===== src/rtl/multicycle_core_ctrl_pkg.sv =====
// Shared types for the multi-cycle core sequencer: FSM states, next-PC and
// writeback select encodings.
package multicycle_core_ctrl_pkg;

  typedef enum logic [2:0] {
    IDLE  = 3'd0,
    FETCH = 3'd1,
    WAIT  = 3'd2,
    EXEC  = 3'd3,
    FAULT = 3'd4
  } ctrl_state_t;

  typedef enum logic [1:0] {
    PC_SEQ  = 2'b00,
    PC_REL  = 2'b01,
    PC_BR   = 2'b10,
    PC_JALR = 2'b11
  } pc_sel_t;

  typedef enum logic [1:0] {
    WB_ALU  = 2'b01,
    WB_LINK = 2'b10,
    WB_IMM  = 2'b11
  } wb_sel_t;

endpackage


===== src/rtl/multicycle_core_ctrl_next_pc.sv =====
// Combinational next-PC target selection and word-alignment check.
module next_pc_calc
  import multicycle_core_ctrl_pkg::*;
#(
  parameter int XLEN    = 32,
  parameter int PC_STEP = 4
) (
  input  logic [XLEN-1:0] pc,
  input  logic [XLEN-1:0] imm,
  input  logic [XLEN-1:0] jalr_base,
  input  pc_sel_t         sel,
  input  logic            branch_taken,
  output logic [XLEN-1:0] link,
  output logic [XLEN-1:0] target,
  output logic            misaligned
);

  logic [XLEN-1:0] rel;
  logic [XLEN-1:0] jsum;

  assign link = pc + XLEN'(PC_STEP);
  assign rel  = pc + imm;
  assign jsum = jalr_base + imm;

  always_comb begin
    target = link;
    unique case (sel)
      PC_SEQ:  target = link;
      PC_REL:  target = rel;
      PC_BR:   target = branch_taken ? rel : link;
      PC_JALR: target = {jsum[XLEN-1:1], 1'b0};
      default: target = link;
    endcase
  end

  assign misaligned = |target[1:0];

endmodule


===== src/rtl/multicycle_core_ctrl.sv =====
// Multi-cycle fetch/exec sequencer: owns PC, IR, retired count and
// writeback select; fetches over a ready/valid imem with a timeout.
module multicycle_core_ctrl
  import multicycle_core_ctrl_pkg::*;
#(
  parameter int          XLEN         = 32,
  parameter logic [31:0] RESET_PC     = 32'h0,
  parameter int          PC_STEP      = 4,
  parameter int          IMEM_TIMEOUT = 15
) (
  input  logic            clk,
  input  logic            reset,
  input  logic            enable,
  output logic            imem_req_valid,
  input  logic            imem_req_ready,
  output logic [XLEN-1:0] imem_req_addr,
  input  logic            imem_rsp_valid,
  input  logic [31:0]     imem_rsp_data,
  output logic [31:0]     instr,
  output logic            instr_valid,
  input  logic [1:0]      pc_jmp_dec,
  input  logic            branch_taken,
  input  logic [XLEN-1:0] imm,
  input  logic [XLEN-1:0] jalr_base,
  input  logic            wr_en_dec,
  input  logic [1:0]      wb_sel,
  input  logic [XLEN-1:0] alu_result,
  output logic            rf_wr_en,
  output logic [XLEN-1:0] wr_data,
  output logic [XLEN-1:0] pc,
  output logic [XLEN-1:0] instret,
  output logic            fault
);

  localparam int TW = $clog2(IMEM_TIMEOUT + 2);

  ctrl_state_t     state;
  logic [TW-1:0]   tcnt;
  logic [XLEN-1:0] link, target;
  logic            misaligned;
  logic            timeout_hit;

  next_pc_calc #(.XLEN(XLEN), .PC_STEP(PC_STEP)) u_npc (
    .pc          (pc),
    .imm         (imm),
    .jalr_base   (jalr_base),
    .sel         (pc_sel_t'(pc_jmp_dec)),
    .branch_taken(branch_taken),
    .link        (link),
    .target      (target),
    .misaligned  (misaligned)
  );

  // tcnt holds the cycles already spent in FETCH+WAIT; this cycle is the
  // IMEM_TIMEOUT-th once tcnt reaches IMEM_TIMEOUT-1, where it saturates.
  assign timeout_hit = (IMEM_TIMEOUT != 0) && (tcnt >= TW'(IMEM_TIMEOUT - 1));

  assign imem_req_addr = pc;
  assign rf_wr_en      = (state == EXEC) && wr_en_dec && !misaligned;

  always_comb begin
    unique case (wb_sel_t'(wb_sel))
      WB_LINK: wr_data = link;
      WB_IMM:  wr_data = imm;
      default: wr_data = alu_result;
    endcase
  end

  always_ff @(posedge clk) begin
    if (reset) begin
      state          <= IDLE;
      pc             <= XLEN'(RESET_PC);
      instr          <= '0;
      instret        <= '0;
      tcnt           <= '0;
      imem_req_valid <= 1'b0;
      instr_valid    <= 1'b0;
      fault          <= 1'b0;
    end else begin
      unique case (state)
        IDLE: if (enable) begin
          state          <= FETCH;
          imem_req_valid <= 1'b1;
          tcnt           <= '0;
        end
        FETCH: begin
          if (!timeout_hit) tcnt <= tcnt + TW'(1);
          if (imem_req_ready) begin
            state          <= WAIT;
            imem_req_valid <= 1'b0;
          end else if (timeout_hit) begin
            state          <= FAULT;
            imem_req_valid <= 1'b0;
            fault          <= 1'b1;
          end
        end
        WAIT: begin
          if (!timeout_hit) tcnt <= tcnt + TW'(1);
          if (imem_rsp_valid) begin
            state       <= EXEC;
            instr       <= imem_rsp_data;
            instr_valid <= 1'b1;
          end else if (timeout_hit) begin
            state <= FAULT;
            fault <= 1'b1;
          end
        end
        EXEC: begin
          instr_valid <= 1'b0;
          if (misaligned) begin
            state <= FAULT;
            fault <= 1'b1;
          end else begin
            pc      <= target;
            instret <= instret + XLEN'(1);
            if (enable) begin
              state          <= FETCH;
              imem_req_valid <= 1'b1;
              tcnt           <= '0;
            end else begin
              state <= IDLE;
            end
          end
        end
        FAULT: ;
        default: state <= FAULT;
      endcase
    end
  end

endmodule


===== config.mk =====
export PLATFORM = sky130hd
export DESIGN_NAME = multicycle_core_ctrl
export DESIGN_NICKNAME = d
export VERILOG_FILES = /design/src/rtl/multicycle_core_ctrl_pkg.sv /design/src/rtl/multicycle_core_ctrl_next_pc.sv /design/src/rtl/multicycle_core_ctrl.sv
export SDC_FILE = /design/constraint.sdc
export NUM_CORES = 1
export LEC_CHECK = 0
export ABC_CLOCK_PERIOD_IN_PS = 4900
export CAP_MARGIN = 15
export CORE_UTILIZATION = 48
export CTS_CLUSTER_SIZE = 24
export DETAILED_ROUTE_END_ITERATION = 6
export PLACE_DENSITY_LB_ADDON = 0.15
export RECOVER_POWER = 50
export SKIP_CTS_REPAIR_TIMING = 1
export SYNTH_ARGS = -nofsm -noshare
export SYNTH_HDL_FRONTEND = slang
export SYNTH_SLANG_ARGS = --single-unit

===== constraint.sdc =====
create_clock -name clk -period 4.9 [get_ports clk]
set_clock_uncertainty 0.2 [all_clocks]
set_input_delay 0.98 -clock clk [delete_from_list [all_inputs] [get_ports clk]]
set_output_delay 0.98 -clock clk [all_outputs]
set_load 0.02 [all_outputs]

==> impl_metrics.sql <==
INSERT INTO impl_metrics (metric_group, metric, value, unit) VALUES
('yosys', 'mappedNetlistNets', '1497', ''),
('die', 'design.die.area', '20300', 'sq um'),
('sta', 'maxClockFrequency', '0.211', 'GHz'),
('yosys', 'warnings_from_yosys', '0', ''),
('yosys', 'netlist-cell-type-count', '77', ''),
('status', 'failing_checks', 'design-rule violations, max-capacitance violations, max-slew violations', ''),
('power', 'static-leakage-power', '5.19', 'nW'),
('yosys', 'synthesis.instances', '1291', ''),
('global_route', 'first_global_vias', '9593', ''),
('global_route', 'grt_max_degree', '86', ''),
('yosys', 'avgSynthCellArea', '7.35', 'sq um'),
('drt', 'remaining_drc_errors', '7', ''),
('global_route', 'grt_antenna_before_repair', '0', ''),
('power', 'powerDensity', '189', 'nW/um^2'),
('yosys', 'synth_edf_count', '0', ''),
('sta', 'timing.final.setup_violations', '0', ''),
('cells_and_area', 'final_common_cell', 'clkdlybuf4s50_1', ''),
('power', 'vdd_ir_drop_max', '0.000152', 'V'),
('setup_path', 'ordered_list_of_cells_on_the_worst_path', 'nand3_1 > or3_4 > nor3_1 > buf_4 > and2_1 > nand3_1 > xor2_1 > o21ai_0 > mux2_2 > clkdlybuf4s50_1', ''),
('place', 'gpl.final_weighted_congestion', '0.913', ''),
('sta', 'worst_slew_pin_slew', '1840', 'ps'),
('yosys', 'synth.ff_latch_count', '107', ''),
('sta', 'fin_crit', '4730', 'ps'),
('global_route', 'global_route_overflow', '0', ''),
('setup_path', 'critical_path.max_fanout', '8', ''),
('setup_path', 'worst-endpoint-required', '3720', 'ps'),
('status', 'status', 'complete, but fails checks', ''),
('setup_path', 'critPathArrivalTime', '3550', 'ps'),
('die', 'core_area', '19400', 'sq um'),
('drt', 'num_vias', '10400', ''),
('cells_and_area', 'drive_gt1_share', '6.16', '%'),
('place', 'place_area', '12500', 'sq um'),
('cells_and_area', 'final_cell_mix', 'clkdlybuf4s50_1, nand2_1, nor2_1', ''),
('global_route', 'grt_first_pass_wirelength', '48700', 'microns'),
('cts', 'max-clock-path-buffers', '2', ''),
('cells_and_area', 'stdcell_area', '12800', 'sq um'),
('setup_path', 'critPathBufInv', '2', ''),
('yosys', 'synth_sequential_area_ratio', '22.6', '%'),
('cts', 'clk_pin_slew', '80', 'ps'),
('setup_path', 'crit_path_start_kind', 'flip-flop', ''),
('cts', 'numCtsBuffers', '9', ''),
('setup_path', 'worst_path_dominant_cell_family', 'simple AND/OR/NAND/NOR gates', ''),
('drt', 'ant_nets', '0', ''),
('yosys', 'syn_area', '9490', 'sq um'),
('cts', 'cts_htree_levels', '3', ''),
('yosys', 'synth_top_flop_cell', 'dfxtp_1', ''),
('sta', 'finalHoldWorstSlack', '252', 'ps'),
('die', 'pin_count', '303', ''),
('setup_path', 'critical-path-slowest-cell', 'clkdlybuf4s50_1', ''),
('sta', 'setup_tns', '0', 'ps'),
('drt', 'routed_wl', '31200', 'microns'),
('cells_and_area', 'finish.net_count', '1726', ''),
('sta', 'timing_max_transition_violations_final', '86', ''),
('setup_path', 'critical_path.endpoint_type', 'output pin', ''),
('cts', 'clkLatencyLatePin', '370', 'ps'),
('die', 'dieHeight', '143', 'microns'),
('sta', 'relative_slew_slack', '-22.8', '%'),
('setup_path', 'crit_type', 'reg -> out', ''),
('drt', 'number_of_iterations_in_the_first_detailed_routing_pass', '7', ''),
('cells_and_area', 'area_delta_synth_final', '34.6', '%'),
('cts', 'clock-sinks', '107', ''),
('die', 'initial_core_util', '48.9', '%'),
('place', 'place.port_buffers', '302', ''),
('drt', 'drtIter0Drc', '684', ''),
('global_route', 'grt_usage', '30.2', '%'),
('cts', 'clock_tree_from_tritoncts', 'yes', ''),
('setup_path', 'critical-path-top-cell-by-count', 'nand3_1', ''),
('die', 'num_rows', '51', ''),
('sta', 'timing.final.hold_violations', '0', ''),
('power', 'report.power.total', '0.00242', 'W'),
('place', 'post-place-cells', '1774', ''),
('place', 'detailed_place_hpwl', '23500', 'microns'),
('cells_and_area', 'fillers', '1759', ''),
('drt', 'vias_per_cell', '5.79', ''),
('setup_path', 'critical-path-max-stage-delay', '560', 'ps'),
('die', 'die_x', '143', 'microns'),
('cells_and_area', 'final_cell_count_no_fill', '1790', ''),
('yosys', 'asyncSetResetFlopFracSynth', '0', '%'),
('cts', 'cts-root-buf', 'clkbuf_16', ''),
('cells_and_area', 'number_of_inserted_diodes', '0', ''),
('worst_hold_path', 'min_delay_worst_type', 'reg -> reg', ''),
('sta', 'layout_worst_path_cycle_share', '96.6', '%'),
('job', 'timing.max_cap.violations', '2', ''),
('sta', 'rsz0062_at_grt', 'false', ''),
('drt', 'post_drt_wl_per_cell', '17.4', 'microns');
==> sequential cells by signal, indices dropped and copies added (netlist names) <==
register / flops
imem_req_valid: 1
tcnt: 5
instret: 32
state: 3
instr_valid: 1
instr: 32
fault: 1
imem_req_addr: 32
==> cell type report <==
class	instances	area, sq um	share of cell area, %
multi-input combinational	1057	6770	52.9
sequential	107	2140	16.8
inverter	26	97.6	0.764
clock buffer	9	225	1.76
timing repair buffer	319	3130	24.5
tap	265	332	2.59
clock inverter	7	86.3	0.675
==> routing by layer <==
metal	vias up	global-route usage, %	wire length [microns]
met5	-	0	0
li1	5070	-	-
met1	4782	37.0	13000
met4	0	13.3	990
met3	67	5.50	2400
met2	443	51.4	14800
==> synthesized netlist by cell type, types with 4 or more instances <==
library cell | n | area [sq um]
nor2b_1 | 10 | 62.6
nand4_1 | 20 | 125
o21a_1 | 13 | 97.6
mux2_2 | 28 | 315
o21ai_0 | 82 | 410
nand3b_1 | 4 | 30.0
clkbuf_1 | 66 | 248
xor2_1 | 47 | 412
xnor2_1 | 45 | 394
a21oi_1 | 120 | 601
a221oi_1 | 10 | 87.6
inv_1 | 26 | 97.6
and2_1 | 12 | 75.1
o32ai_1 | 5 | 43.8
nor3b_1 | 5 | 37.5
nor4_1 | 5 | 31.3
nor2_1 | 127 | 477
nand2_1 | 170 | 638
or3_1 | 14 | 87.6
a31oi_1 | 7 | 43.8
o221ai_1 | 12 | 105
nand3_1 | 40 | 200
mux2i_1 | 13 | 130
a31o_2 | 4 | 35.0
buf_4 | 32 | 240
a211oi_1 | 15 | 113
o22ai_1 | 6 | 37.5
nand2b_1 | 14 | 87.6
o31ai_1 | 5 | 37.5
o211ai_1 | 4 | 30.0
and3_1 | 11 | 68.8
dfxtp_1 | 107 | 2140
o21bai_1 | 8 | 60.1
ha_1 | 65 | 813
or2_2 | 8 | 50.1
nor3_1 | 45 | 225
a21o_1 | 28 | 210
==> through the flow <==
stage,setup WS (ps),util [%]
3_5_place_dp,127,64.3
5_1_grt,46.7,65.9
3_3_place_gp,215,64.3
6_report,169,65.9
4_1_cts,65.2,65.9
2_1_floorplan,628,-
==> path summary, 6_finish.rpt <==
check	start	end	slack [ps]	cells after the start
setup / recovery	imem_req_addr[6]	wr_data[29]	170	10
hold / removal	instr[22]	instr[22]	250	2
setup reg to reg	imem_req_addr[0]	imem_req_addr[30]	1240	12
hold reg to reg	instr[22]	instr[22]	250	2
==> cells by family (layout without fill, tap and decap cells) <==
kind of cell	count (synthesis)	in the layout	synth area share [%]
mux	41	41	4.69
simple gates	501	501	24.9
fa+ha+maj	67	67	8.99
buf+inv	127	361	6.29
compound gates	356	356	24.1
flops	107	107	22.6
xor+xnor	92	92	8.49
==> worst register-to-register path: cells and delay by family (launching register included) <==
kind                     cells  cell delay, ps
AO/OA/AOI/OAI                4             980
buffers and inverters        1              70
AND/OR/NAND/NOR              5            1180
adder cells (fa/ha/maj)      2             660
flip-flops                   1             460
==> power by group <==
| part | total (W) | internal, W | switching [W] |
|---|---|---|---|
| Clock | 0.000776 | 0.000371 | 0.000405 |
| Sequential | 0.000902 | 0.000884 | 0.0000187 |
| Combinational | 0.000742 | 0.000344 | 0.000398 |
| Total | 0.00242 | 0.00160 | 0.000822 |
(Power assumes the default switching activity.)
==> variant: new RTL, same flow settings <==
Reset style: asynchronous (`reset`), changed in one clocked block.
--- a/src/rtl/multicycle_core_ctrl.sv
+++ b/src/rtl/multicycle_core_ctrl.sv
@@ -67,5 +67,5 @@
   end
 
-  always_ff @(posedge clk) begin
+  always_ff @(posedge clk or posedge reset) begin
     if (reset) begin
       state          <= IDLE;
Formal check against the unedited RTL: differs if reset is asserted again (counterexample within 4 cycles, from zero or initial values and one cycle with reset high); with reset held inactive, the same outputs for 4 cycles.
==> variant against the unedited design <==
  * The run ends with max-capacitance violations, max-slew violations left
  * Synthesized area grew 5.0%
  * Count of clock-buffer cells in the layout rose by 1
  * Sequential cell count unchanged
  * Design area grew 4.3%
  * Wire length grew 6.7%
  * Non-clock buffer count is 4 higher
  * Synthesized cell count shrank 8.0%
  * Worst setup slack gained 21 ps
  * Sequential share of layout area grew 3.3 points
  * Critical path type unchanged
  * Critical endpoint is now wr_data[31]
  * Largest cell class unchanged
Power is not compared: it rests on default switching activity, and its combinational part moved more than twofold at a synthesized area within 25%.
==> variant: results (changes against the unedited design) <==
stage	metric	value	unit	change
min_path	hold_class	flop to flop		
sta	tightest_slew	2240	ps	+393 ps
synthesis	syn-num-nets	1394		-6.9%
global_routing	grt_pass1_wl	52500	um	+7.8%
synthesis	synthMuxAreaShare	0.0813		+0.0344
final_layout	layoutNonFillerInstCount	1713		-4.3%
synthesis	synthTopCellsByArea	dfrtp_1 (27%), ha_1 (8.2%), mux2_2 (7.2%), xnor2_1 (5.7%), nand2_1 (4.8%)		
routing	drtIter0Drc	686		+0.29%
routing	wl_met3	2740	um	+14%
routing	via_per_inst	5.94		+2.6%
final_layout	layout-drive-gt1-share	0.0880		+0.0264
clock_network	path_clk_slew	80	ps	about the same
routing	met1_length	14200	um	+9.4%
synthesis	synthArstFlopShare	1.00		+1.00
status	status	finished, violations left		
sta	final_max_slew_viol_count	144		+67%
placement	hpwl	25900	um	+10%
synthesis	avgSynthCellArea	8.40	um^2	+14%
synthesis	ys_types	84		+9.1%
routing	dr_wl_met2	15200	um	+2.6%
status	violations	max-capacitance violations, max-slew violations		
synthesis	yosysWarnings	0		unchanged
routing	wire_per_inst	19.4	um	+11%
synthesis	synth_compound_area_frac	0.219		-0.0221
worst_setup_path	critical_path.max_stage_delay	590	ps	+30 ps
final_layout	fin_nets	1644		-4.8%
synthesis	yosys.area_share.adder	0.0856		-0.00432
global_routing	grt_usage	0.310		+0.00809
worst_setup_path	crit_fanout	9		+1
final_layout	nFillCells	1783		+1.4%
global_routing	antenna_found_initial	0		unchanged
job	maxCapViolCount	3		+1
synthesis	synth_xor_area_frac	0.0852		+0.000313
placement	gp_congestion	1.03		+13%
synthesis	synth_seq_area_share	0.268		+0.0429
global_routing	grt_max_degree	59		-31%
global_routing	grt_pass1_vias	9690		+1.0%
synthesis	synthTopCellsByCount	nand2_1 (128), dfrtp_1 (107), nor2_1 (84)		
worst_setup_path	cp.arrival	3530	ps	-20 ps
routing	top_layer	met4		
variant: where the power goes:
part | switching, mW | total [mW] | internal (mW)
Clock | 0.384 | 0.759 | 0.376
Sequential | 0.364 | 1.52 | 1.15
Combinational | 1.92 | 3.57 | 1.65
Total | 2.67 | 5.85 | 3.18
variant: through the flow:
step | worst slack, ps | area (um^2)
after floorplan | 694 | 9970
after global placement | 304 | 13000
after detailed placement | 277 | 13000
after CTS | 262 | 13400
after global routing | 30.3 | 13300
final | 189 | 13300
variant: area by class of cell:
cell class              instances  share of cell area
repair buffers                323               0.237
clock buffers                  10              0.0179
clock inverters                 6             0.00488
well taps                     270              0.0253
flip-flops and latches        107               0.201
multi-input cells             963               0.504
inverters                      34             0.00967
variant: worst register-to-register path, cell delays in order (launching register included):
cell       delay (ps)
dfrtp_1           390
buf_4             180
ha_1              440
nand4_1           240
or3_1             420
a21o_1            210
a21oi_1           340
o32ai_1           190
xnor2_1           160
a2111oi_0         400
o2bb2ai_1         120
variant: kinds of logic after synthesis:
kind of cell    Yosys count
compound gates          320
xor+xnor                 97
fa+ha+maj                67
buf+inv                 118
flops                   107
mux                      73
simple gates            406
variant: layer usage:
layer	vias up	global-route usage
li1	4870	-
met1	4766	0.414
met2	476	0.506
met3	58	0.0450
met4	0	0.118
met5	-	0
variant: final timing paths:
| path | to | cells after the start | slack (ps) | startpoint |
|---|---|---|---|---|
| hold reg to reg | instret[31] | 1 | 270 | instret[31] |
| max in group asynchronous | imem_req_addr[1] | 3 | 750 | reset |
| min in group asynchronous | tcnt[2] | 2 | 1470 | reset |
| setup / recovery | wr_data[31] | 8 | 190 | imem_req_addr[9] |
| hold / removal | instret[31] | 1 | 270 | instret[31] |
| setup reg to reg | imem_req_addr[31] | 10 | 1480 | imem_req_addr[12] |
